**config.mk**
```make
export PLATFORM = sky130hd
export DESIGN_NAME = regfile_access_arbiter_flat
export DESIGN_NICKNAME = d
export VERILOG_FILES = /design/src/rtl/regfile_access_arbiter_if.sv /design/src/rtl/regfile_access_arbiter.sv /design/src/flat_wrapper.sv
export SDC_FILE = /design/constraint.sdc
export NUM_CORES = 1
export LEC_CHECK = 0
export CAP_MARGIN = 30
export CORE_MARGIN = 1
export CORE_UTILIZATION = 46
export CTS_CLUSTER_DIAMETER = 40
export DETAILED_ROUTE_END_ITERATION = 16
export PLACE_DENSITY = 0.8
export SYNTH_ARGS = -nofsm -noshare
export SYNTH_HDL_FRONTEND = slang
export SYNTH_SLANG_ARGS = --single-unit
```
**constraint.sdc**
```tcl
create_clock -name clk -period 2.15 [get_ports clk]
set_input_delay 0.43 -clock clk [delete_from_list [all_inputs] [get_ports clk]]
set_output_delay 0.43 -clock clk [all_outputs]
set_load 0.03 [all_outputs]
```
**src/rtl/regfile_access_arbiter_if.sv**
```systemverilog
// Word-level request bundle between one requester and the register-file arbiter.
interface regfile_access_arbiter_if;
  logic        req;
  logic        we;
  logic [1:0]  be;
  logic [3:0]  addr;
  logic [15:0] wdata;
  logic        ack;
  logic [15:0] rdata;

  modport master (output req, we, be, addr, wdata, input ack, rdata);
  modport slave  (input req, we, be, addr, wdata, output ack, rdata);
endinterface

```
**src/rtl/regfile_access_arbiter.sv**
```systemverilog
// Two-requester arbiter that splits 16-bit word requests into low/high byte
// accesses on the single 8-bit register-file port.
module regfile_access_arbiter #(
  parameter bit FIXED_PRIO = 1'b0
) (
  input  logic                           clk,
  input  logic                           rst_n,
  regfile_access_arbiter_if.slave        r0_if,
  regfile_access_arbiter_if.slave        r1_if,
  output logic [3:0]                     rf_addr_o,
  output logic                           rf_high_b_o,
  output logic [7:0]                     rf_d_in_o,
  output logic                           rf_write_en_o,
  input  logic [7:0]                     rf_q_out_i,
  output logic                           busy_o
);

  typedef enum logic [1:0] {
    ST_IDLE = 2'd0,
    ST_LO   = 2'd1,
    ST_HI   = 2'd2,
    ST_ACK  = 2'd3
  } state_e;

  typedef struct packed {
    logic [3:0] addr;
    logic       high_b;
    logic [7:0] d_in;
    logic       write_en;
  } rf_bus_t;

  // Data lines stay quiet on read cycles so the file only sees write data when writing.
  function automatic rf_bus_t rf_drive(input logic hi, input logic we,
                                       input logic [3:0] addr, input logic [7:0] data);
    rf_bus_t b;
    b.addr     = addr;
    b.high_b   = hi;
    b.d_in     = we ? data : 8'h00;
    b.write_en = we;
    return b;
  endfunction

  state_e      state_q;
  rf_bus_t     rf_q;
  logic        gnt_q;
  logic        rr_q;
  logic        we_q;
  logic [1:0]  be_q;
  logic [3:0]  addr_q;
  logic [15:0] wdata_q;
  logic [7:0]  cap_lo_q;
  logic [15:0] rdata0_q;
  logic [15:0] rdata1_q;
  logic        ack0_q;
  logic        ack1_q;
  logic        busy_q;

  logic        gnt_s;
  logic        sel_we_s;
  logic [1:0]  sel_be_s;
  logic [3:0]  sel_addr_s;
  logic [15:0] sel_wdata_s;

  // rr_q set means r1 wins the next tie; fixed priority ignores it.
  assign gnt_s       = r1_if.req & (~r0_if.req | (~FIXED_PRIO & rr_q));
  assign sel_we_s    = gnt_s ? r1_if.we    : r0_if.we;
  assign sel_be_s    = gnt_s ? r1_if.be    : r0_if.be;
  assign sel_addr_s  = gnt_s ? r1_if.addr  : r0_if.addr;
  assign sel_wdata_s = gnt_s ? r1_if.wdata : r0_if.wdata;

  // Sequencer: all outputs are registered and set on entry to the state they belong to.
  always_ff @(posedge clk or negedge rst_n) begin
    if (!rst_n) begin
      state_q  <= ST_IDLE;
      rf_q     <= '0;
      gnt_q    <= 1'b0;
      rr_q     <= 1'b0;
      we_q     <= 1'b0;
      be_q     <= 2'b00;
      addr_q   <= 4'h0;
      wdata_q  <= 16'h0000;
      cap_lo_q <= 8'h00;
      rdata0_q <= 16'h0000;
      rdata1_q <= 16'h0000;
      ack0_q   <= 1'b0;
      ack1_q   <= 1'b0;
      busy_q   <= 1'b0;
    end else begin
      rf_q   <= '0;
      ack0_q <= 1'b0;
      ack1_q <= 1'b0;
      case (state_q)
        ST_IDLE: begin
          if (r0_if.req | r1_if.req) begin
            gnt_q   <= gnt_s;
            rr_q    <= ~gnt_s;
            we_q    <= sel_we_s;
            be_q    <= sel_be_s;
            addr_q  <= sel_addr_s;
            wdata_q <= sel_wdata_s;
            busy_q  <= 1'b1;
            if (!sel_we_s || sel_be_s[0]) begin
              state_q <= ST_LO;
              rf_q    <= rf_drive(1'b0, sel_we_s, sel_addr_s, sel_wdata_s[7:0]);
            end else if (sel_be_s[1]) begin
              state_q <= ST_HI;
              rf_q    <= rf_drive(1'b1, 1'b1, sel_addr_s, sel_wdata_s[15:8]);
            end else begin
              state_q <= ST_ACK;
              ack0_q  <= ~gnt_s;
              ack1_q  <= gnt_s;
            end
          end else begin
            state_q <= ST_IDLE;
          end
        end
        ST_LO: begin
          if (!we_q) begin
            cap_lo_q <= rf_q_out_i;
          end
          if (!we_q || be_q[1]) begin
            state_q <= ST_HI;
            rf_q    <= rf_drive(1'b1, we_q, addr_q, wdata_q[15:8]);
          end else begin
            state_q <= ST_ACK;
            ack0_q  <= ~gnt_q;
            ack1_q  <= gnt_q;
          end
        end
        ST_HI: begin
          state_q <= ST_ACK;
          ack0_q  <= ~gnt_q;
          ack1_q  <= gnt_q;
          if (!we_q) begin
            if (gnt_q) begin
              rdata1_q <= {rf_q_out_i, cap_lo_q};
            end else begin
              rdata0_q <= {rf_q_out_i, cap_lo_q};
            end
          end
        end
        ST_ACK: begin
          state_q <= ST_IDLE;
          busy_q  <= 1'b0;
        end
        default: begin
          state_q <= ST_IDLE;
          busy_q  <= 1'b0;
        end
      endcase
    end
  end

  assign rf_addr_o     = rf_q.addr;
  assign rf_high_b_o   = rf_q.high_b;
  assign rf_d_in_o     = rf_q.d_in;
  assign rf_write_en_o = rf_q.write_en;
  assign busy_o        = busy_q;
  assign r0_if.ack     = ack0_q;
  assign r1_if.ack     = ack1_q;
  assign r0_if.rdata   = rdata0_q;
  assign r1_if.rdata   = rdata1_q;

endmodule

```
**src/flat_wrapper.sv**
```systemverilog
// flat-port wrapper written by rule: the top's interface ports become plain ports
module regfile_access_arbiter_flat 
#(
  parameter bit FIXED_PRIO = 1'b0
)
  (clk, rst_n, rf_addr_o, rf_high_b_o, rf_d_in_o, rf_write_en_o, rf_q_out_i, busy_o, r0_if_req, r0_if_we, r0_if_be, r0_if_addr, r0_if_wdata, r0_if_ack, r0_if_rdata, r1_if_req, r1_if_we, r1_if_be, r1_if_addr, r1_if_wdata, r1_if_ack, r1_if_rdata);
  regfile_access_arbiter_if r0_if_i ();
  regfile_access_arbiter_if r1_if_i ();
  input  logic clk;
  input  logic rst_n;
  output logic [3:0] rf_addr_o;
  output logic rf_high_b_o;
  output logic [7:0] rf_d_in_o;
  output logic rf_write_en_o;
  input  logic [7:0] rf_q_out_i;
  output logic busy_o;
  input wire logic [$bits(r0_if_i.req)-1:0] r0_if_req;
  input wire logic [$bits(r0_if_i.we)-1:0] r0_if_we;
  input wire logic [$bits(r0_if_i.be)-1:0] r0_if_be;
  input wire logic [$bits(r0_if_i.addr)-1:0] r0_if_addr;
  input wire logic [$bits(r0_if_i.wdata)-1:0] r0_if_wdata;
  output wire logic [$bits(r0_if_i.ack)-1:0] r0_if_ack;
  output wire logic [$bits(r0_if_i.rdata)-1:0] r0_if_rdata;
  input wire logic [$bits(r1_if_i.req)-1:0] r1_if_req;
  input wire logic [$bits(r1_if_i.we)-1:0] r1_if_we;
  input wire logic [$bits(r1_if_i.be)-1:0] r1_if_be;
  input wire logic [$bits(r1_if_i.addr)-1:0] r1_if_addr;
  input wire logic [$bits(r1_if_i.wdata)-1:0] r1_if_wdata;
  output wire logic [$bits(r1_if_i.ack)-1:0] r1_if_ack;
  output wire logic [$bits(r1_if_i.rdata)-1:0] r1_if_rdata;
  assign r0_if_i.req = r0_if_req;
  assign r0_if_i.we = r0_if_we;
  assign r0_if_i.be = r0_if_be;
  assign r0_if_i.addr = r0_if_addr;
  assign r0_if_i.wdata = r0_if_wdata;
  assign r0_if_ack = r0_if_i.ack;
  assign r0_if_rdata = r0_if_i.rdata;
  assign r1_if_i.req = r1_if_req;
  assign r1_if_i.we = r1_if_we;
  assign r1_if_i.be = r1_if_be;
  assign r1_if_i.addr = r1_if_addr;
  assign r1_if_i.wdata = r1_if_wdata;
  assign r1_if_ack = r1_if_i.ack;
  assign r1_if_rdata = r1_if_i.rdata;
  regfile_access_arbiter #(.FIXED_PRIO(FIXED_PRIO)) u_core (.clk(clk), .rst_n(rst_n), .r0_if(r0_if_i), .r1_if(r1_if_i), .rf_addr_o(rf_addr_o), .rf_high_b_o(rf_high_b_o), .rf_d_in_o(rf_d_in_o), .rf_write_en_o(rf_write_en_o), .rf_q_out_i(rf_q_out_i), .busy_o(busy_o));
endmodule
```
==> results.cfg, run 1 <==
[sta]
finalHoldViolations = 0
rsz0062_at_grt = false
slew_headroom_pct = 57.74
tightest_slew_ns = 0.6282
setup_violations = 0
fin_crit_sh_pct = 85.19
fin_crit_ns = 1.832
fin_worst_skew_ns = 0.01034
fin_ws_ns = 0.3184
tns_ns = 0
drv_slew = 0
fmax_mhz = 546.0

[pwr]
power.density_cell_area_nw_per_um2 = 1416
p_clk_share_pct = 14.2
p_sw_w = 0.002630
vdd_ir_drop_max_mv = 0.6719
internal-power_w = 0.004009
power_frac_seq_pct = 36.8
p_total_w = 0.006639
comb_power_share_pct = 49.0
swShare_pct = 39.61
p_leak_nw = 1.996

[clock_tree]
htree_levels = 3
path_clk_slew_ns = 0.08
cts.sinks = 75
clock_latency_ns = 0.34
cts_resized = 0
cts_tree = done
clockRootBuffer = clkbuf_8
cts_hold_buffers = 0
cts_made_buffers = 9
cts_buffer_depth = 2
postCtsSetupRepairBufs = 0

[finish]
area_growth_pct = 42.33
fin_nets = 452
antenna_cells = 0
drive_gt1_share_pct = 18.99
finalNonFillerCells = 491
final_area_um2 = 4687
nFillCells = 524

[route]
antenna_left = 0
wire_per_inst_um = 15.87
dr_total_vias = 2618
vias_per_cell = 5.332
drc = 0
dr.pass1.iters = 4
drtIter0Drc = 71
wl_um = 7793

[critical_path]
r2r_cells = 6
cp_cell_sequence = clkdlybuf4s50_1
cp-start-kind = flop
critPathKind = reg2out
cp_slowest_cell = clkdlybuf4s50_1
cp_slowest_stage_delay_ns = 0.69
cp.required_ns = 1.72
cp.arrival_ns = 1.40
cp_num_buf_inv = 1
crit_family = buffers and inverters
critPathMaxFanout = 2
crit_cells = 1
end_kind = output pin

[floorplan]
start_util_pct = 47.94
fp.dieH_um = 86.61
core_area_um2 = 6869
ioPinCount = 107
num_rows = 30
fp.dieW_um = 86.61
dieArea_um2 = 7501

[min_path]
hp-class = in2async

[outcome]
status = finished, final reports clean

[place]
hpwl_um = 5831
post_dp_cell_area_um2 = 4518
place_inst = 475
dp_slack_ns = 0.02920
gp_congestion = 0.9262
io_buffers = 106

[logic_synthesis]
yosysWarnings = 0
seq_area_frac_synth_pct = 56.99
synth_seq_cells = 75
synthFlopType = dfrtp_1
synth_edf_count = 0
synth_cell_type_count = 37
avgSynthCellArea_um2 = 12.06
async_reset_ff_share_pct = 100.0
synth.net_count = 335
synth_cells = 273
syn_area_um2 = 3293

[run]
cap_violations = 0

[grt]
grt_max_degree = 40
grt_pass1_vias = 2628
antenna_found_initial = 0
grt_overflow = 0
grtUsageTotal_pct = 21.90
grt_pass1_wl_um = 12470
## cell families after synthesis
logic type / Yosys count / share of synthesized area, %
compound gates: 62 / 13.64
fa+ha+maj: 4 / 1.520
buf+inv: 21 / 2.964
flops: 75 / 56.99
mux: 49 / 16.41
simple gates: 62 / 8.473
## placed cells by master, fill, tap and decap left out, types with 4 or more instances in the layout
cell type | Yosys | layout
a32o_1 | 8 | 8
a32oi_1 | 6 | 6
buf_4 | 0 | 14
clkbuf_8 | 0 | 9
clkdlybuf4s50_1 | 0 | 105
dfrtp_1 | 75 | 75
ha_1 | 4 | 4
inv_1 | 7 | 7
mux2_2 | 40 | 40
mux2i_1 | 9 | 9
nand2_1 | 42 | 42
nand2b_1 | 5 | 5
nor2_1 | 5 | 5
o21ai_0 | 18 | 17
o22ai_1 | 16 | 16
## cells in the mapped netlist (2+ instances only)
cell / instances / area share, %
dfrtp_1: 75 / 57
nand2_1: 42 / 4.8
mux2_2: 40 / 14
o21ai_0: 18 / 2.7
o22ai_1: 16 / 3.0
mux2i_1: 9 / 2.7
a32o_1: 8 / 2.4
clkbuf_1: 7 / 0.80
inv_1: 7 / 0.80
a32oi_1: 6 / 1.6
nand2b_1: 5 / 0.95
nor2_1: 5 / 0.57
ha_1: 4 / 1.5
buf_2: 3 / 0.46
a21oi_1: 2 / 0.30
a22o_1: 2 / 0.53
buf_1: 2 / 0.23
buf_6: 2 / 0.68
o31ai_1: 2 / 0.46
## sequential cells by signal, summed over array words and instances, names as in the netlist, 2 cells and up
name,cells
u_core.r0_if.rdata,16
u_core.r1_if.rdata,16
u_core.cap_lo_q,8
u_core.rf_d_in_o,8
u_core.wdata_q,8
u_core.addr_q,4
u_core.rf_addr_o,4
u_core.state_q,2
## routing by layer
layer,global-route usage (%),up-vias,part of all wire [%]
met4,10.30,0,1.8
met1,27.69,1258,44
met5,0,-,0
met2,36.58,127,49
li1,-,1218,-
met3,4.000,15,5.7
## layout make-up
| cell class | count | area, um2 | area share (%) |
|---|---|---|---|
| sequential | 75 | 1877 | 40.04 |
| multi-input combinational | 177 | 1319 | 28.14 |
| timing repair buffer | 120 | 1176 | 25.09 |
| clock buffer | 10 | 127.6 | 2.723 |
| tap | 96 | 120.1 | 2.563 |
| clock inverter | 6 | 41.29 | 0.8809 |
| inverter | 7 | 26.28 | 0.5606 |
## worst register-to-register path: stages (launching register included)
cell	delay, ns
dfrtp_1	0.40
inv_1	0.09
ha_1	0.31
o21ai_1	0.17
a21oi_1	0.36
a32oi_1	0.15
o21ai_0	0.19
## metrics by stage
step	utilization (%)	hold slack, ns
2_1_floorplan	-	0.1344
5_1_grt	68.23	0.07490
3_5_place_dp	65.77	0.4224
3_3_place_gp	65.77	0.4142
6_report	68.23	0.04383
4_1_cts	68.23	0.05113
## power groups by stage
stage,clock network (W),logic [W],registers [W]
2_1_floorplan,0,0.00116,0.00322
3_5_place_dp,0,0.00328,0.00247
4_1_cts,0.000955,0.00328,0.00245
6_report,0.000944,0.00325,0.00244
5_1_grt,0.00103,0.00347,0.00253
3_3_place_gp,0,0.00320,0.00243
## path summary, 6_finish.rpt
kind	slack, ns	startpoint	end
min	0.04	rst_n	u_core.busy_o$_DFFE_PN0P_
max	0.32	u_core.r0_if.rdata[11]$_DFFE_PN0P_	r0_if_rdata[11]
min reg2reg	0.49	u_core.addr_q[1]$_DFFE_PN0P_	u_core.addr_q[1]$_DFFE_PN0P_
max reg2reg	0.40	u_core.state_q[0]$_DFF_PN0_	u_core.rf_addr_o[2]$_DFF_PN0_
min in group clk	0.49	u_core.addr_q[1]$_DFFE_PN0P_	u_core.addr_q[1]$_DFFE_PN0P_
max in group asynchronous	1.54	rst_n	u_core.cap_lo_q[3]$_DFFE_PN0P_
Note: power is estimated with default switching activity, not from simulation.
==> inputs of run 2 (changes only) <==
--- a/config.mk
+++ b/config.mk
@@ -11,6 +11,7 @@
 export CTS_CLUSTER_DIAMETER = 40
 export DETAILED_ROUTE_END_ITERATION = 16
 export PLACE_DENSITY = 0.8
+export SLEW_MARGIN = 20
 export SYNTH_ARGS = -nofsm -noshare
 export SYNTH_HDL_FRONTEND = slang
 export SYNTH_SLANG_ARGS = --single-unit
==> results of run 2 <==
No change in the layout: final DEF, timing and power equal those of run 1.
==> inputs of run 3 (changes only) <==
--- a/config.mk
+++ b/config.mk
@@ -7,10 +7,11 @@
 export LEC_CHECK = 0
 export CAP_MARGIN = 30
 export CORE_MARGIN = 1
-export CORE_UTILIZATION = 46
+export CORE_UTILIZATION = 54
 export CTS_CLUSTER_DIAMETER = 40
 export DETAILED_ROUTE_END_ITERATION = 16
-export PLACE_DENSITY = 0.8
+export DONT_BUFFER_PORTS = 1
+export PLACE_DENSITY = 0.69
 export SLEW_MARGIN = 20
 export SYNTH_ARGS = -nofsm -noshare
 export SYNTH_HDL_FRONTEND = slang
==> run 3 against run 2 <==
The run now ends with negative hold slack left. Via count decreased by 16%. Die area decreased by 14%. Setup slack got worse by 0.046 ns. Count of clock-buffer cells in the layout increased by 3.
==> results.cfg, run 3 (synthesis gave the netlist of run 1 again) <==
[floorplan]
start_util_pct = 55.95
ioPinCount = 107
core_area_um2 = 5886
dieArea_um2 = 6414
fp.dieW_um = 80.09
num_rows = 28
fp.dieH_um = 80.09

[clock_tree]
cts_buffer_depth = 2
cts.sinks = 75
cts_tree = done
clockRootBuffer = clkbuf_8
path_clk_slew_ns = 0.08
cts_made_buffers = 9
clock_latency_ns = 0.33
htree_levels = 3

[pwr]
p_clk_share_pct = 21.0
p_sw_w = 0.002403
internal-power_w = 0.003551
vdd_ir_drop_max_mv = 0.9422
swShare_pct = 40.36
power_frac_seq_pct = 55.6
comb_power_share_pct = 23.3
p_total_w = 0.005954
power.density_cell_area_nw_per_um2 = 1649
p_leak_nw = 1.592

[grt]
grt_overflow = 0
grtUsageTotal_pct = 21.92
grt_max_degree = 76
antenna_found_initial = 0
grt_pass1_vias = 2209
grt_pass1_wl_um = 10380

[route]
vias_per_cell = 6.126
dr.pass1.iters = 4
dr_total_vias = 2187
drtIter0Drc = 108
wl_um = 6594
wire_per_inst_um = 18.47
drc = 0
antenna_left = 0

[sta]
slew_headroom_pct = 57.32
rsz0062_at_grt = false
setup_violations = 0
fin_worst_skew_ns = 0.007579
fin_crit_ns = 1.877
fmax_mhz = 532.7
holdWs_ns = -0.2173
fin_crit_sh_pct = 87.31
fin_ws_ns = 0.2728
tightest_slew_ns = 0.6402
drv_slew = 0
finalHoldViolations = 75
tns_ns = 0

[finish]
antenna_cells = 0
fin_nets = 339
drive_gt1_share_pct = 24.11
nFillCells = 475
final_cell_mix = 75 x dfrtp_1, 42 x nand2_1, 40 x mux2_2
area_growth_pct = 9.612
layout_commonest_cell = dfrtp_1

[critical_path]
cp.arrival_ns = 2.15
cp.required_ns = 2.42
critPathKind = reg2reg
critPathMaxFanout = 9
end_kind = flop
reg2reg_slack_ns = 0.27
cp-start-kind = flop

[run]
cap_violations = 0

[place]
gp_congestion = 0.8156
hpwl_um = 4544
dp_slack_ns = 0.3160
io_buffers = 0

[outcome]
violations = negative hold slack
status = finished, violations left

[min_path]
hp-class = in2async
run 3: changes by cell type in the layout (fill, tap and decap cells not counted), sizes merged:
cell	before	now
bufinv	0	2
clkinvlp	3	0
clkbuf	10	13
inv	8	7
clkinv	2	1
buf	15	7
clkdlybuf4s50	105	0
run 3: repair_timing:
| item | in CTS | in global routing |
|---|---|---|
| endpoints found under the hold margin | 75 | 75 |
| resized for setup | 0 | 0 |
| setup endpoints to repair | 0 | 0 |
| buffers inserted | 0 | 0 |
run 3: path summary, 6_finish.rpt:
| kind | to | cells past startpoint | from |
|---|---|---|---|
| setup reg to reg | u_core.rf_d_in_o[7]$_DFF_PN0_ | 5 | u_core.state_q[1]$_DFF_PN0_ |
| hold reg to reg | u_core.addr_q[3]$_DFFE_PN0P_ | 2 | u_core.addr_q[3]$_DFFE_PN0P_ |
| setup / recovery | u_core.rf_d_in_o[7]$_DFF_PN0_ | 5 | u_core.state_q[1]$_DFF_PN0_ |
| max in group asynchronous | u_core.wdata_q[15]$_DFFE_PN0P_ | 0 | rst_n |
| min in group clk | u_core.addr_q[2]$_DFFE_PN0P_ | 2 | r0_if_addr[2] |
| hold / removal | u_core.rf_addr_o[0]$_DFF_PN0_ | 0 | rst_n |
run 3: layout make-up:
type	count	area (um2)	share of cell area, %
Sequential cell	75	1877	51.99
Tap cell	75	93.84	2.600
Inverter	7	26.28	0.7279
Clock inverter	3	68.82	1.906
Multi-Input combinational cell	177	1323	36.64
Timing Repair Buffer	7	52.55	1.456
Clock buffer	13	168.9	4.679
run 3: critical path: stages (launching register included):
cell and delay (ns):
dfrtp_1 0.41, inv_1 0.09, ha_1 0.32, inv_1 0.20, a2111oi_4 0.54, a32o_1 0.26
run 3: through the flow:
step	hold slack, ns	area, um2	cells	utilization [%]
after floorplan	0.1344	3293	273	-
after global placement	0.1358	3372	341	57.29
after detailed placement	0.1359	3372	341	57.29
after CTS	-0.2404	3610	357	61.33
after global routing	-0.2501	3610	357	61.33
final	-0.2173	3610	357	61.33
run 3: layer usage:
layer | global-route usage, % | share of wire (%) | vias to the layer above
met4 | 8.393 | 0.83 | 0
met3 | 7.955 | 9.1 | 5
met2 | 34.10 | 47 | 104
met5 | 0 | 0 | -
met1 | 27.92 | 43 | 1082
li1 | - | - | 996
run 3: power by group through the flow:
stage	clock network, W	logic [W]	registers [W]
after global routing	0.00134	0.00155	0.00341
after floorplan	0	0.00116	0.00322
after detailed placement	0	0.00140	0.00335
after CTS	0.00128	0.00141	0.00332
after global placement	0	0.00135	0.00332
final	0.00125	0.00139	0.00331
